### src/rtl/fpga_clk_gen_pkg.sv
// fpga_clk_gen_pkg
// Register map constants and decode types shared by the clock-enable
// generator top level and its channel slices.

package fpga_clk_gen_pkg;

    // APB data bus width
    localparam int APB_DW       = 32;

    // Byte offsets of the programmable registers
    localparam int CTRL_OFS     = 'h00;
    localparam int RATIO_BASE   = 'h04;
    localparam int RATIO_STRIDE = 4;
    localparam int STATUS_OFS   = 'h40;

    // Which register class an APB address selects
    typedef enum logic [1:0] {
        REG_NONE,
        REG_CTRL,
        REG_RATIO,
        REG_STATUS
    } regSel_e;

    // Byte offset of the RATIO register belonging to channel idx
    function automatic int ratioOffset(input int idx);
        return RATIO_BASE + RATIO_STRIDE * idx;
    endfunction

endpackage

### src/rtl/fpga_clk_div_ch.sv
// fpga_clk_div_ch
// One clock-enable channel: a period counter running 0..active ratio, an
// active/pending ratio pair so that ratio changes only land on a period
// boundary, and the registered strobe output.

module fpga_clk_div_ch #(
    parameter int DIV_W = 8
) (
    input  logic             pad_clk,
    input  logic             clkrst,
    input  logic             i_enable,
    input  logic             i_gate,
    input  logic             i_wrEn,
    input  logic [DIV_W-1:0] i_wrData,
    output logic             o_clkEn,
    output logic             o_ratioPend,
    output logic [DIV_W-1:0] o_activeRatio
);

    logic [DIV_W-1:0] r_cnt;
    logic [DIV_W-1:0] r_active;
    logic [DIV_W-1:0] r_pendVal;
    logic             r_pend;
    logic             r_clkEn;
    logic             w_terminal;

    // The last cycle of a period is the one where the counter reaches the active ratio
    assign w_terminal = (r_cnt == r_active);

    // Counter, ratio hand-over and strobe: a disabled channel parks at count 0
    // so the first period after re-enable is a full one; a write that lands on
    // the terminal cycle skips the pending stage so that boundary is not missed
    always_ff @(posedge pad_clk) begin
        if (clkrst) begin
            r_cnt     <= '0;
            r_active  <= '0;
            r_pendVal <= '0;
            r_pend    <= 1'b0;
            r_clkEn   <= 1'b0;
        end else if (!i_enable) begin
            r_cnt   <= '0;
            r_clkEn <= 1'b0;
            if (i_wrEn) begin
                r_pendVal <= i_wrData;
                r_pend    <= 1'b1;
            end else if (r_pend) begin
                r_active <= r_pendVal;
                r_pend   <= 1'b0;
            end
        end else begin
            r_clkEn <= i_gate & w_terminal;
            if (w_terminal) begin
                r_cnt <= '0;
                if (i_wrEn) begin
                    r_active <= i_wrData;
                    r_pend   <= 1'b0;
                end else if (r_pend) begin
                    r_active <= r_pendVal;
                    r_pend   <= 1'b0;
                end
            end else begin
                r_cnt <= r_cnt + DIV_W'(1);
                if (i_wrEn) begin
                    r_pendVal <= i_wrData;
                    r_pend    <= 1'b1;
                end
            end
        end
    end

    assign o_clkEn       = r_clkEn;
    assign o_ratioPend   = r_pend;
    assign o_activeRatio = r_active;

endmodule

### src/rtl/fpga_clk_div_gen.sv
// fpga_clk_div_gen
// NCH independent, APB-programmable clock-enable strobes derived from the
// single pad clock. Holds the APB decode, the CTRL enable register and the
// registered read path; the per-channel timing lives in fpga_clk_div_ch.

module fpga_clk_div_gen
    import fpga_clk_gen_pkg::*;
#(
    parameter int NCH    = 4,
    parameter int DIV_W  = 8,
    parameter int ADDR_W = 8
) (
    input  logic              pad_clk,
    input  logic              clkrst,
    input  logic              psel,
    input  logic              penable,
    input  logic              pwrite,
    input  logic [ADDR_W-1:0] paddr,
    input  logic [APB_DW-1:0] pwdata,
    output logic [APB_DW-1:0] prdata,
    output logic              pready,
    output logic              pslverr,
    input  logic [NCH-1:0]    gate_en,
    output logic [NCH-1:0]    clk_en,
    output logic [NCH-1:0]    ratio_pend
);

    regSel_e           w_regSel;
    logic [NCH-1:0]    w_ratioHit;
    logic              w_setup;
    logic              w_wrCommit;
    logic [APB_DW-1:0] w_rdData;
    logic [DIV_W-1:0]  w_activeRatio [NCH];
    logic              w_unusedPwdata;

    logic [NCH-1:0]    r_ctrl;
    logic [APB_DW-1:0] r_prdata;
    logic              r_pslverr;

    // Address decode; STATUS is matched before the RATIO window so that a
    // 16-channel build, whose last RATIO slot would sit on 0x40, keeps STATUS
    always_comb begin
        w_regSel   = REG_NONE;
        w_ratioHit = '0;
        if (paddr == ADDR_W'(CTRL_OFS)) begin
            w_regSel = REG_CTRL;
        end else if (paddr == ADDR_W'(STATUS_OFS)) begin
            w_regSel = REG_STATUS;
        end else begin
            for (int i = 0; i < NCH; i++) begin
                if (paddr == ADDR_W'(ratioOffset(i))) begin
                    w_regSel      = REG_RATIO;
                    w_ratioHit[i] = 1'b1;
                end
            end
        end
    end

    assign w_setup    = psel & ~penable;
    assign w_wrCommit = psel & penable & pwrite & (w_regSel != REG_NONE);

    // Only the low ratio/enable bits of the write bus are stored
    assign w_unusedPwdata = ^pwdata;

    // CTRL enables every channel out of reset so the block behaves like the
    // legacy always-on generator until software says otherwise
    always_ff @(posedge pad_clk) begin
        if (clkrst) begin
            r_ctrl <= '1;
        end else if (w_wrCommit && (w_regSel == REG_CTRL)) begin
            r_ctrl <= pwdata[NCH-1:0];
        end
    end

    // Read mux; RATIO reads show the ratio the counter is actually using
    always_comb begin
        w_rdData = '0;
        case (w_regSel)
            REG_CTRL:   w_rdData[NCH-1:0] = r_ctrl;
            REG_STATUS: w_rdData[NCH-1:0] = ratio_pend;
            REG_RATIO: begin
                for (int i = 0; i < NCH; i++) begin
                    if (w_ratioHit[i]) begin
                        w_rdData[DIV_W-1:0] = w_activeRatio[i];
                    end
                end
            end
            default: w_rdData = '0;
        endcase
    end

    // Read data and error are captured in the setup phase so they are stable
    // for the whole access phase and drop back to zero afterwards
    always_ff @(posedge pad_clk) begin
        if (clkrst) begin
            r_prdata  <= '0;
            r_pslverr <= 1'b0;
        end else begin
            r_prdata  <= (w_setup && !pwrite) ? w_rdData : '0;
            r_pslverr <= w_setup && (w_regSel == REG_NONE);
        end
    end

    assign prdata  = r_prdata;
    assign pslverr = r_pslverr;
    assign pready  = 1'b1;

    // One divider slice per output channel
    for (genvar g = 0; g < NCH; g++) begin : gCh
        fpga_clk_div_ch #(
            .DIV_W(DIV_W)
        ) uCh (
            .pad_clk      (pad_clk),
            .clkrst       (clkrst),
            .i_enable     (r_ctrl[g]),
            .i_gate       (gate_en[g]),
            .i_wrEn       (w_wrCommit & w_ratioHit[g]),
            .i_wrData     (pwdata[DIV_W-1:0]),
            .o_clkEn      (clk_en[g]),
            .o_ratioPend  (ratio_pend[g]),
            .o_activeRatio(w_activeRatio[g])
        );
    end

endmodule

### config.mk
export PLATFORM = sky130hd
export DESIGN_NAME = fpga_clk_div_gen
export DESIGN_NICKNAME = d
export VERILOG_FILES = /design/src/rtl/fpga_clk_gen_pkg.sv /design/src/rtl/fpga_clk_div_ch.sv /design/src/rtl/fpga_clk_div_gen.sv
export SDC_FILE = /design/constraint.sdc
export NUM_CORES = 1
export LEC_CHECK = 0
export ABC_CLOCK_PERIOD_IN_PS = 2600
export CAP_MARGIN = 10
export CORE_ASPECT_RATIO = 0.9
export CORE_MARGIN = 2
export CORE_UTILIZATION = 33
export DETAILED_ROUTE_END_ITERATION = 16
export SLEW_MARGIN = 10
export SYNTH_ARGS = -nofsm -noshare
export SYNTH_HDL_FRONTEND = slang
export SYNTH_SLANG_ARGS = --single-unit
### constraint.sdc
create_clock -name pad_clk -period 2.6 [get_ports pad_clk]
set_input_delay 0.26 -clock pad_clk [delete_from_list [all_inputs] [get_ports pad_clk]]
set_output_delay 0.26 -clock pad_clk [all_outputs]
set_load 0.01 [all_outputs]
==> results of run 1 <==
[layout make-up]
class                           instances  area, um2
Clock buffer                           26      509.2
Clock inverter                          4      45.04
Fill cell                            1816      11030
Inverter                                9      33.78
Multi-Input combinational cell        499       3403
Sequential cell                       117       2342
Tap cell                              245      306.5
Timing Repair Buffer                   68      620.6
[logic make-up (layout without fill, tap and decap cells)]
group | after synthesis | count (layout)
other | 2 | 25
adder cells (fa/ha/maj) | 4 | 4
buffers and inverters | 87 | 107
flip-flops | 117 | 117
AND/OR/NAND/NOR | 232 | 232
XOR/XNOR | 56 | 56
multiplexers | 72 | 72
AO/OA/AOI/OAI | 110 | 110
[layer usage]
layer,global-route usage,up-vias,wire length [um]
li1,-,2382,-
met2,0.2313,105,6581
met3,0.04144,22,744
met5,0,-,0
met4,0.06036,0,277
met1,0.2078,2241,6883
[how the worst max path moves through the flow]
| stage | start | to | slack (ps) | depth (start not counted) |
|---|---|---|---|---|
| after floorplan | paddr[7] | gCh[2].uCh.r_pendVal[7] | 800 | 6 |
| after global placement | paddr[7] | gCh[0].uCh.o_activeRatio[5] | 210 | 7 |
| after detailed placement | paddr[7] | gCh[0].uCh.o_activeRatio[4] | 170 | 7 |
| after CTS | gCh[0].uCh.o_activeRatio[1] | gCh[0].uCh.o_activeRatio[6] | 610 | 5 |
| after global routing | gCh[0].uCh.o_activeRatio[1] | gCh[0].uCh.o_activeRatio[6] | 320 | 5 |
| final | gCh[0].uCh.o_activeRatio[1] | gCh[0].uCh.o_activeRatio[5] | 590 | 5 |
[synth_stat cells (all sizes together), types with 4 or more instances]
cell type    n  area [um2]
a211o       28       245.2
a21oi       33       165.2
a22oi        8       60.06
a31oi        6       73.82
and2         6       38.79
and3        11       71.31
and4b        4       40.04
buf         47       314.1
clkbuf      31       116.4
dfxtp      117        2342
ha           4       50.05
inv          9       33.78
mux2         4       45.04
mux2i       64       640.6
mux4         4       90.09
nand2       40       150.1
nand3       15       75.07
nand4        8       65.06
nor2       113       426.7
nor2b       13       81.33
nor4         9       121.4
o21ai       17       85.08
o41ai        8       70.07
or3b         4       35.03
xnor2       10       87.58
xor2        46       402.9
[metrics by stage]
stage | worst slack, ps | instance area (um2) | utilization
final | 590.0 | 7261 | 0.3970
after global routing | 315.3 | 7261 | 0.3970
after CTS | 605.4 | 7261 | 0.3970
after detailed placement | 169.9 | 6706 | 0.3667
after global placement | 206.0 | 6706 | 0.3667
after floorplan | 799.5 | 6210 | -
[registers in the layout, indices dropped and copies added (netlist names)]
name	count
gCh.uCh.o_clkEn	4
gCh.uCh.o_ratioPend	4
r_ctrl	4
pslverr	1
gCh.uCh.o_activeRatio	32
gCh.uCh.r_cnt	32
prdata	8
gCh.uCh.r_pendVal	32
[worst max-delay path, stage by stage (launching register included)]
cell	delay, ps
dfxtp_1	400
xor2_1	220
nor4_2	100
a21boi_1	870
o21ai_0	210
o41ai_1	100
[power by group through the flow]
stage                     sequential [uW]  clock (uW)  combinational, uW
after CTS                            1800        2240                187
after floorplan                      1840           0                131
final                                1800        2200                187
after global placement               1840           0                185
after detailed placement             1840           0                186
after global routing                 1800        2340                201
==> flow_metrics.env, run 1 <==
export IMPL_status="completed"
export IMPL_holdWs_ps=331.6
export IMPL_clock_latency_ps=430
export IMPL_hold_viol_final=0
export IMPL_power_density_nw_per_um2=576.4
export IMPL_htree_levels=4
export IMPL_min_path_type="in -> reg"
export IMPL_core_area_um2=18290
export IMPL_rows=47
export IMPL_synth_compound_area_frac=0.1336
export IMPL_synth_top_family_by_area="simple AND/OR/NAND/NOR gates"
export IMPL_pin_count=91
export IMPL_criticalPathCategory="reg -> reg"
export IMPL_critPathLaunchType="flip-flop"
export IMPL_async_flop_share=0
export IMPL_drtIter0Drc=305
export IMPL_ys_seq_area_frac=0.3825
export IMPL_swShare=0.2133
export IMPL_clock_sinks=117
export IMPL_hold_start="clkrst"
export IMPL_cts_resized=0
export IMPL_p_total_uw=4185
export IMPL_synthSimpleGateAreaFrac=0.1919
export IMPL_timing_rr_start="gCh[0].uCh.o_activeRatio[1]"
export IMPL_gp_congestion=0.8107
export IMPL_p_comb_frac=0.045
export IMPL_port_buffers=41
export IMPL_cts_hold_buf=0
export IMPL_power_frac_seq=0.431
export IMPL_synthAdderAreaFrac=0.008173
export IMPL_setup_tns_final_ps=0
export IMPL_clockPowerShare=0.525
export IMPL_worstPathMaxFanout=16
export IMPL_synth_xor_area_frac=0.08010
export IMPL_syn_inst=680
export IMPL_period_share=0.7731
export IMPL_grt_pass1_wl_um=23450
export IMPL_cts_path_max_buffers=2
export IMPL_drive_gt1_frac=0.1217
export IMPL_clk_pin_slew_ps=50
export IMPL_min_to="gCh[3].uCh.r_pendVal[7]"
export IMPL_p_int_uw=3292
export IMPL_skew_ps=9.533
export IMPL_cts_tree="done"
export IMPL_wire_per_inst_um=14.96
export IMPL_relSlewSlack=0.2689
export IMPL_grt_max_degree=37
export IMPL_r2r_end="gCh[0].uCh.o_activeRatio[5]"
export IMPL_cts_inserted_buffers=17
export IMPL_cts_root_buf="clkbuf_16"
export IMPL_maxSlewViolCount=0
export IMPL_worstPathRequired_ps=2920
export IMPL_diodes=0
export IMPL_grt_overflow=0
export IMPL_yosysUniqueCellTypes=50
export IMPL_drt_wl_total_um=14490
export IMPL_die_height_um=133.2
export IMPL_synth_edf_count=0
export IMPL_die_area_um2=19660
export IMPL_switching_power_uw=892.7
export IMPL_critPathArrivalTime_ps=2330
export IMPL_track_usage=0.1530
export IMPL_rsz0062_at_grt="no"
export IMPL_rr_worst_depth=5
export IMPL_worst_pin_slew_ps=1094
export IMPL_first_pass_iters=5
export IMPL_drv_cap=0
export IMPL_area_delta_synth_final_pct=18.57
export IMPL_grt_pass1_vias=4309
export IMPL_cts_setup_buffers=0
export IMPL_final_cells=968
export IMPL_regToRegSetupSlack_ps=590
export IMPL_ys_ff_latch=117
export IMPL_syn_cell_area_um2=6123
export IMPL_mostFrequentLayoutCell="dfxtp_1"
export IMPL_ant_nets=0
export IMPL_start_util=0.3348
export IMPL_cp_end_kind="flip-flop"
export IMPL_yosys_mux_area_fraction=0.1267
export IMPL_synthFlopType="dfxtp_1"
export IMPL_setup_viol=0
export IMPL_antenna_found_initial=0
export IMPL_die_x_um=147.6
export IMPL_period_needed_ps=2010
export IMPL_ir_drop_v=0.0003940
export IMPL_drc=0
export IMPL_holdPathStages=2
export IMPL_fmax_mhz=497.5
export IMPL_leakagePower_uw=0.002719
export IMPL_viasPerCell=4.907
export IMPL_placed_cells=938
export IMPL_vias=4750
export IMPL_final_cell_mix="117 x dfxtp_1, 112 x nor2_1, 64 x mux2i_1, 46 x xor2_1"
export IMPL_synth_warnings=0
export IMPL_dpl_hpwl_um=10180
export IMPL_syn_avg_cell_area_um2=9.005
export IMPL_nets=765
(Power assumes the default switching activity.)
==> inputs of run 2 (changes only) <==
Settings changed: ABC_CLOCK_PERIOD_IN_PS 2600 to 1600.
Clock period 2.6 ns to 1.6 ns, I/O delays scaled along.
==> run 2 against run 1 <==
Against the previous run:
- the run now ends with setup timing left
- global-route usage grew 1.9 points
- sequential cell count is the same
- cell count grew 12%
- sequential power grew 62%
==> flow_metrics.env, run 2 (synthesized netlist as in run 1, its figures left out) <==
export IMPL_met1_length_um=7974
export IMPL_worstPathMaxFanout=8
export IMPL_cts_root_buf="clkbuf_16"
export IMPL_drtIter0Drc=354
export IMPL_area_delta_synth_final_pct=48.30
export IMPL_die_x_um=147.6
export IMPL_period_share=1.058
export IMPL_critPathLaunchType="flip-flop"
export IMPL_first_pass_iters=5
export IMPL_nets=882
export IMPL_setup_ws_ps=-92.33
export IMPL_power_density_nw_per_um2=817.5
export IMPL_clock_latency_ps=420
export IMPL_n_fill_cell=1631
export IMPL_worstPathRequired_ps=1960
export IMPL_rsz0062_at_grt="yes"
export IMPL_drc=0
export IMPL_viasPerCell=4.781
export IMPL_p_int_uw=5786
export IMPL_cts_path_max_buffers=2
export IMPL_setup_viol=55
export IMPL_drt_wl_total_um=16980
export IMPL_cts_inserted_buffers=17
export IMPL_top_layer_used="met4"
export IMPL_status="finished with violations"
export IMPL_switching_power_uw=1638
export IMPL_port_buffers=41
export IMPL_gp_congestion=0.8539
export IMPL_die_area_um2=19660
export IMPL_track_usage=0.1722
export IMPL_min_path_type="in -> reg"
export IMPL_cp_top_family="compound AO/OA/AOI/OAI gates"
export IMPL_grt_overflow=0
export IMPL_period_needed_ps=1692
export IMPL_antenna_found_initial=0
export IMPL_route_met3_wl_um=844
export IMPL_hold_viol_final=0
export IMPL_vias=5197
export IMPL_crit_path_max_incr_delay_ps=410
export IMPL_clock_sinks=117
export IMPL_rows=47
export IMPL_wire_per_inst_um=15.62
export IMPL_final_cells=1087
export IMPL_core_area_um2=18290
export IMPL_clockPowerShare=0.551
export IMPL_grt_pass1_wl_um=26510
export IMPL_p_total_uw=7424
export IMPL_holdWs_ps=219.5
export IMPL_cp_end_kind="flip-flop"
export IMPL_wl_met2_um=7996
export IMPL_pin_count=91
export IMPL_htree_levels=4
export IMPL_violations="setup timing"
export IMPL_final_cell_mix="117 x buf_4, 101 x nor2_1, 71 x dfxtp_1, 61 x mux2i_1, 44 x dfxtp_2"
export IMPL_criticalPathCategory="reg -> reg"
export IMPL_maxSlewViolCount=0
export IMPL_p_comb_frac=0.056
export IMPL_leakagePower_uw=0.003576
export IMPL_register_area_um2=2405
export IMPL_ant_nets=0
export IMPL_multi_input_area_um2=3872
export IMPL_swShare=0.2206
export IMPL_critPathArrivalTime_ps=2050
export IMPL_dp_slack_ps=-500.3
export IMPL_cts_tree="done"
export IMPL_crit_path_cell_trace="xor2_2 > nor4_4 > a31oi_4 > buf_12 > a211o_1 > a21oi_2"
export IMPL_clk_pin_slew_ps=60
export IMPL_start_util=0.3348
export IMPL_drv_cap=0
export IMPL_dpl_hpwl_um=11350
export IMPL_mostFrequentLayoutCell="buf_4"
export IMPL_die_height_um=133.2
export IMPL_fmax_mhz=590.9
export IMPL_slowest_stage="nor4_4"
export IMPL_grt_max_degree=38
export IMPL_placed_cells=1044
export IMPL_grt_pass1_vias=5058
export IMPL_power_frac_seq=0.394
export IMPL_critPathBufInv=1
export IMPL_skew_ps=6.603
export IMPL_ir_drop_v=0.0005271
export IMPL_drive_gt1_frac=0.3800
export IMPL_diodes=0
run 2: changes by cell type in the layout (fill, tap and decap cells not counted), sizes merged:
cell | before | now
dlygate4sd2 | 0 | 5
buf | 28 | 140
clkinvlp | 0 | 3
bufbuf | 0 | 3
clkbuf | 26 | 21
clkdlybuf4s50 | 40 | 35
bufinv | 1 | 4
clkinv | 3 | 6
run 2: what timing repair did:
item | in CTS | in global routing
cloned | 3 | 2
buffers inserted | 6 | 2
gates resized for setup | 52 | 72
hold endpoints to repair | 0 | 0
endpoints found under the setup margin | 95 | 90
hold buffers | 0 | 0
pin swaps | 23 | 46
run 2: metal layers:
metal,GRT usage,up-vias
met5,0,-
met4,0.04808,0
met3,0.04692,17
met2,0.2770,105
met1,0.2278,2485
li1,-,2590
run 2: metrics by stage:
step	TNS (ps)	util	area, um2
floorplan	-2927	-	6350
global placement	-30740	0.4262	7795
detailed placement	-32470	0.4262	7795
finish	-2931	0.4965	9081
CTS	-2642	0.4777	8737
global route	-8350	0.4965	9081
run 2: worst paths after layout:
kind                                                  start                     endpoint  slack (ps)  depth (start not counted)
worst min-delay path                                 clkrst       gCh[0].uCh.o_ratioPend         220                          2
worst max-delay path            gCh[3].uCh.o_activeRatio[7]  gCh[3].uCh.o_activeRatio[6]         -90                          6
worst min register to register      gCh[3].uCh.r_pendVal[1]      gCh[3].uCh.r_pendVal[1]         490                          2
worst max register to register  gCh[3].uCh.o_activeRatio[7]  gCh[3].uCh.o_activeRatio[6]         -90                          6
run 2: power groups by stage:
stage	Sequential [uW]	Combinational (uW)	Clock, uW
floorplan	2990	217	0
global placement	2990	382	0
detailed placement	2990	380	0
CTS	2920	396	4120
global route	2920	436	4280
finish	2920	413	4090
run 2: final cells by class:
cell class,count,share of cell area
Clock buffer,19,0.04988
Clock inverter,13,0.01984
Inverter,9,0.003720
Sequential cell,117,0.2648
Multi-Input combinational cell,499,0.4264
Timing Repair Buffer,185,0.2016
Tap cell,245,0.03376
==> inputs of run 3 (changes only) <==
Settings changed: DONT_BUFFER_PORTS from default to 1.
==> run 3 against run 2 <==
Against the previous run:
- the flow finishes with violations (hold timing, setup timing)
- sequential cell count stayed put
- worst hold slack got worse by 400 ps
- via count is 5.0% lower
- cell count is 6.3% lower
- global-route usage shrank 1.5 points
- sequential power about the same
- clock skew about the same
- die area unchanged
- maximum frequency down 1.8%
- clock power fell by 3%
- largest power group unchanged
- setup slack got worse by 31 ps
- critical path type unchanged
- final area fell by 9.5%
==> flow_metrics.env, run 3 (synthesized netlist as in run 1, its figures left out) <==
export IMPL_status="finished with violations"
export IMPL_violations="hold timing, setup timing"
export IMPL_power_density_nw_per_um2=858.4
export IMPL_n_fill_cell=1695
export IMPL_hold_start="clkrst"
export IMPL_ir_drop_v=0.0006806
export IMPL_clk_pin_slew_ps=60
export IMPL_clock_sinks=117
export IMPL_nets=814
export IMPL_min_path_type="in -> reg"
export IMPL_gp_congestion=0.8147
export IMPL_dpl_hpwl_um=10230
export IMPL_drtIter0Drc=320
export IMPL_drc=0
export IMPL_htree_levels=4
export IMPL_critPathBufInv=3
export IMPL_dp_slack_ps=-164.2
export IMPL_timing_rr_start="gCh[2].uCh.o_activeRatio[0]"
export IMPL_period_share=1.077
export IMPL_rr_worst_depth=8
export IMPL_dpl_cell_area_um2=7122
export IMPL_period_needed_ps=1724
export IMPL_holdWs_ps=-184.0
export IMPL_core_area_um2=18290
export IMPL_crit_path_cell_trace="xor2_2 > nor4_2 > buf_4 > buf_6 > a311oi_4 > buf_12 > mux2i_1 > nor2_1"
export IMPL_start_util=0.3348
export IMPL_worstPathMaxFanout=8
export IMPL_wire_per_inst_um=15.04
export IMPL_final_cell_mix="106 x nor2_1, 95 x buf_4, 75 x dfxtp_1, 62 x mux2i_1, 41 x dfxtp_2"
export IMPL_setup_viol=36
export IMPL_drive_gt1_frac=0.3501
export IMPL_fin_area_um2=8223
export IMPL_r2r_end="gCh[2].uCh.r_pendVal[2]"
export IMPL_cp_top_family="buffers and inverters"
export IMPL_leakagePower_uw=0.003203
export IMPL_die_height_um=133.2
export IMPL_cts_hold_buf=7
export IMPL_cp_end_kind="flip-flop"
export IMPL_port_buffers=0
export IMPL_diodes=0
export IMPL_cts_path_max_buffers=2
export IMPL_worst_pin_slew_ps=603.2
export IMPL_ant_nets=0
export IMPL_crit_path_max_incr_delay_ps=360
export IMPL_critPathLaunchType="flip-flop"
export IMPL_min_to="gCh[3].uCh.o_activeRatio[7]"
export IMPL_rsz0062_at_grt="yes"
export IMPL_antenna_found_initial=0
export IMPL_clock_latency_ps=420
export IMPL_cts_inserted_buffers=17
export IMPL_first_pass_iters=5
export IMPL_final_cells=1019
export IMPL_regToRegSetupSlack_ps=-120
export IMPL_placed_cells=974
export IMPL_maxSlewViolCount=0
export IMPL_criticalPathCategory="reg -> reg"
export IMPL_die_area_um2=19660
export IMPL_die_x_um=147.6
export IMPL_critPathArrivalTime_ps=2030
export IMPL_grt_max_degree=90
export IMPL_p_total_uw=7058
export IMPL_vias=4937
export IMPL_holdPathStages=1
export IMPL_pin_count=91
export IMPL_rows=47
export IMPL_grt_pass1_vias=4572
export IMPL_grt_overflow=0
export IMPL_viasPerCell=4.845
export IMPL_grt_pass1_wl_um=24270
export IMPL_track_usage=0.1570
export IMPL_drt_wl_total_um=15330
export IMPL_relSlewSlack=0.5973
export IMPL_setup_tns_final_ps=-1851
export IMPL_worstPathRequired_ps=1910
export IMPL_skew_ps=6.927
export IMPL_fmax_mhz=580.2
export IMPL_crit_cells=8
export IMPL_cts_tree="done"
export IMPL_drv_cap=0
export IMPL_slowest_stage="dfxtp_2"
export IMPL_setup_ws_ps=-123.6
export IMPL_mostFrequentLayoutCell="nor2_1"
export IMPL_hold_viol_final=74
export IMPL_cts_root_buf="clkbuf_16"
export IMPL_area_delta_synth_final_pct=34.29
==> run 3: cell types whose count changed in the layout (fill, tap and decap cells not counted), moves of 5 or more <==
cell and delta:
nor2_1 +5, o21ai_4 -5, buf_4 -22, dlygate4sd2_1 -5, clkdlybuf4s50_1 -35, dlygate4sd3_1 +7
==> run 3: repair_timing <==
action | CTS | global route
gates resized for setup | 20 | 73
hold endpoints to repair | 83 | 77
endpoints found under the setup margin | 88 | 93
setup buffers | 4 | 2
pin swaps | 9 | 30
==> run 3: per-layer routing <==
layer,vias to the layer above,routed length (um),global-route usage
met1,2338,7130,0.2118
met5,-,0,0
li1,2464,-,-
met4,0,161,0.03686
met2,118,7089,0.2367
met3,17,946,0.06130
==> run 3: power by group <==
group	internal (uW)	switching (uW)	leakage [uW]
Clock	2560	1410	0.000290
Combinational	69.5	83.0	0.00195
Sequential	2920	7.12	0.000965
Total	5550	1500	0.00320
==> run 3: layout make-up <==
class / instances / area [um2] / share of cell area
tap: 245 / 306.5 / 0.03728
clock inverter: 12 / 151.4 / 0.01841
multi-input combinational: 499 / 3792 / 0.4612
sequential: 117 / 2397 / 0.2915
clock buffer: 20 / 466.7 / 0.05676
timing repair buffer: 117 / 1075 / 0.1307
inverter: 9 / 33.78 / 0.004108
==> run 3: worst reg2reg max path, delay by kind of cell (launching register included) <==
kind / cells / cell delay, ps
xor+xnor: 1 / 180
compound gates: 1 / 310
buf+inv: 3 / 430
simple gates: 2 / 140
mux: 1 / 210
flops: 1 / 360
==> run 3: per-stage QoR <==
step | util | hold WS [ps]
floorplan | - | 293.6
global placement | 0.3894 | 256.4
detailed placement | 0.3894 | 249.5
CTS | 0.4326 | -203.6
global route | 0.4496 | -213.3
finish | 0.4496 | -184.0
==> run 3: how the worst max path moves through the flow <==
stage	start	slack [ps]	end
CTS	gCh[3].uCh.o_activeRatio[7]	-90	gCh[3].uCh.o_activeRatio[1]
floorplan	gCh[3].uCh.o_activeRatio[1]	-130	gCh[3].uCh.o_activeRatio[0]
detailed placement	gCh[0].uCh.o_activeRatio[1]	-160	gCh[0].uCh.o_activeRatio[4]
finish	gCh[2].uCh.o_activeRatio[0]	-120	gCh[2].uCh.r_pendVal[2]
global route	gCh[2].uCh.o_activeRatio[3]	-210	gCh[2].uCh.o_activeRatio[5]
global placement	gCh[0].uCh.o_activeRatio[1]	-90	gCh[0].uCh.o_activeRatio[1]
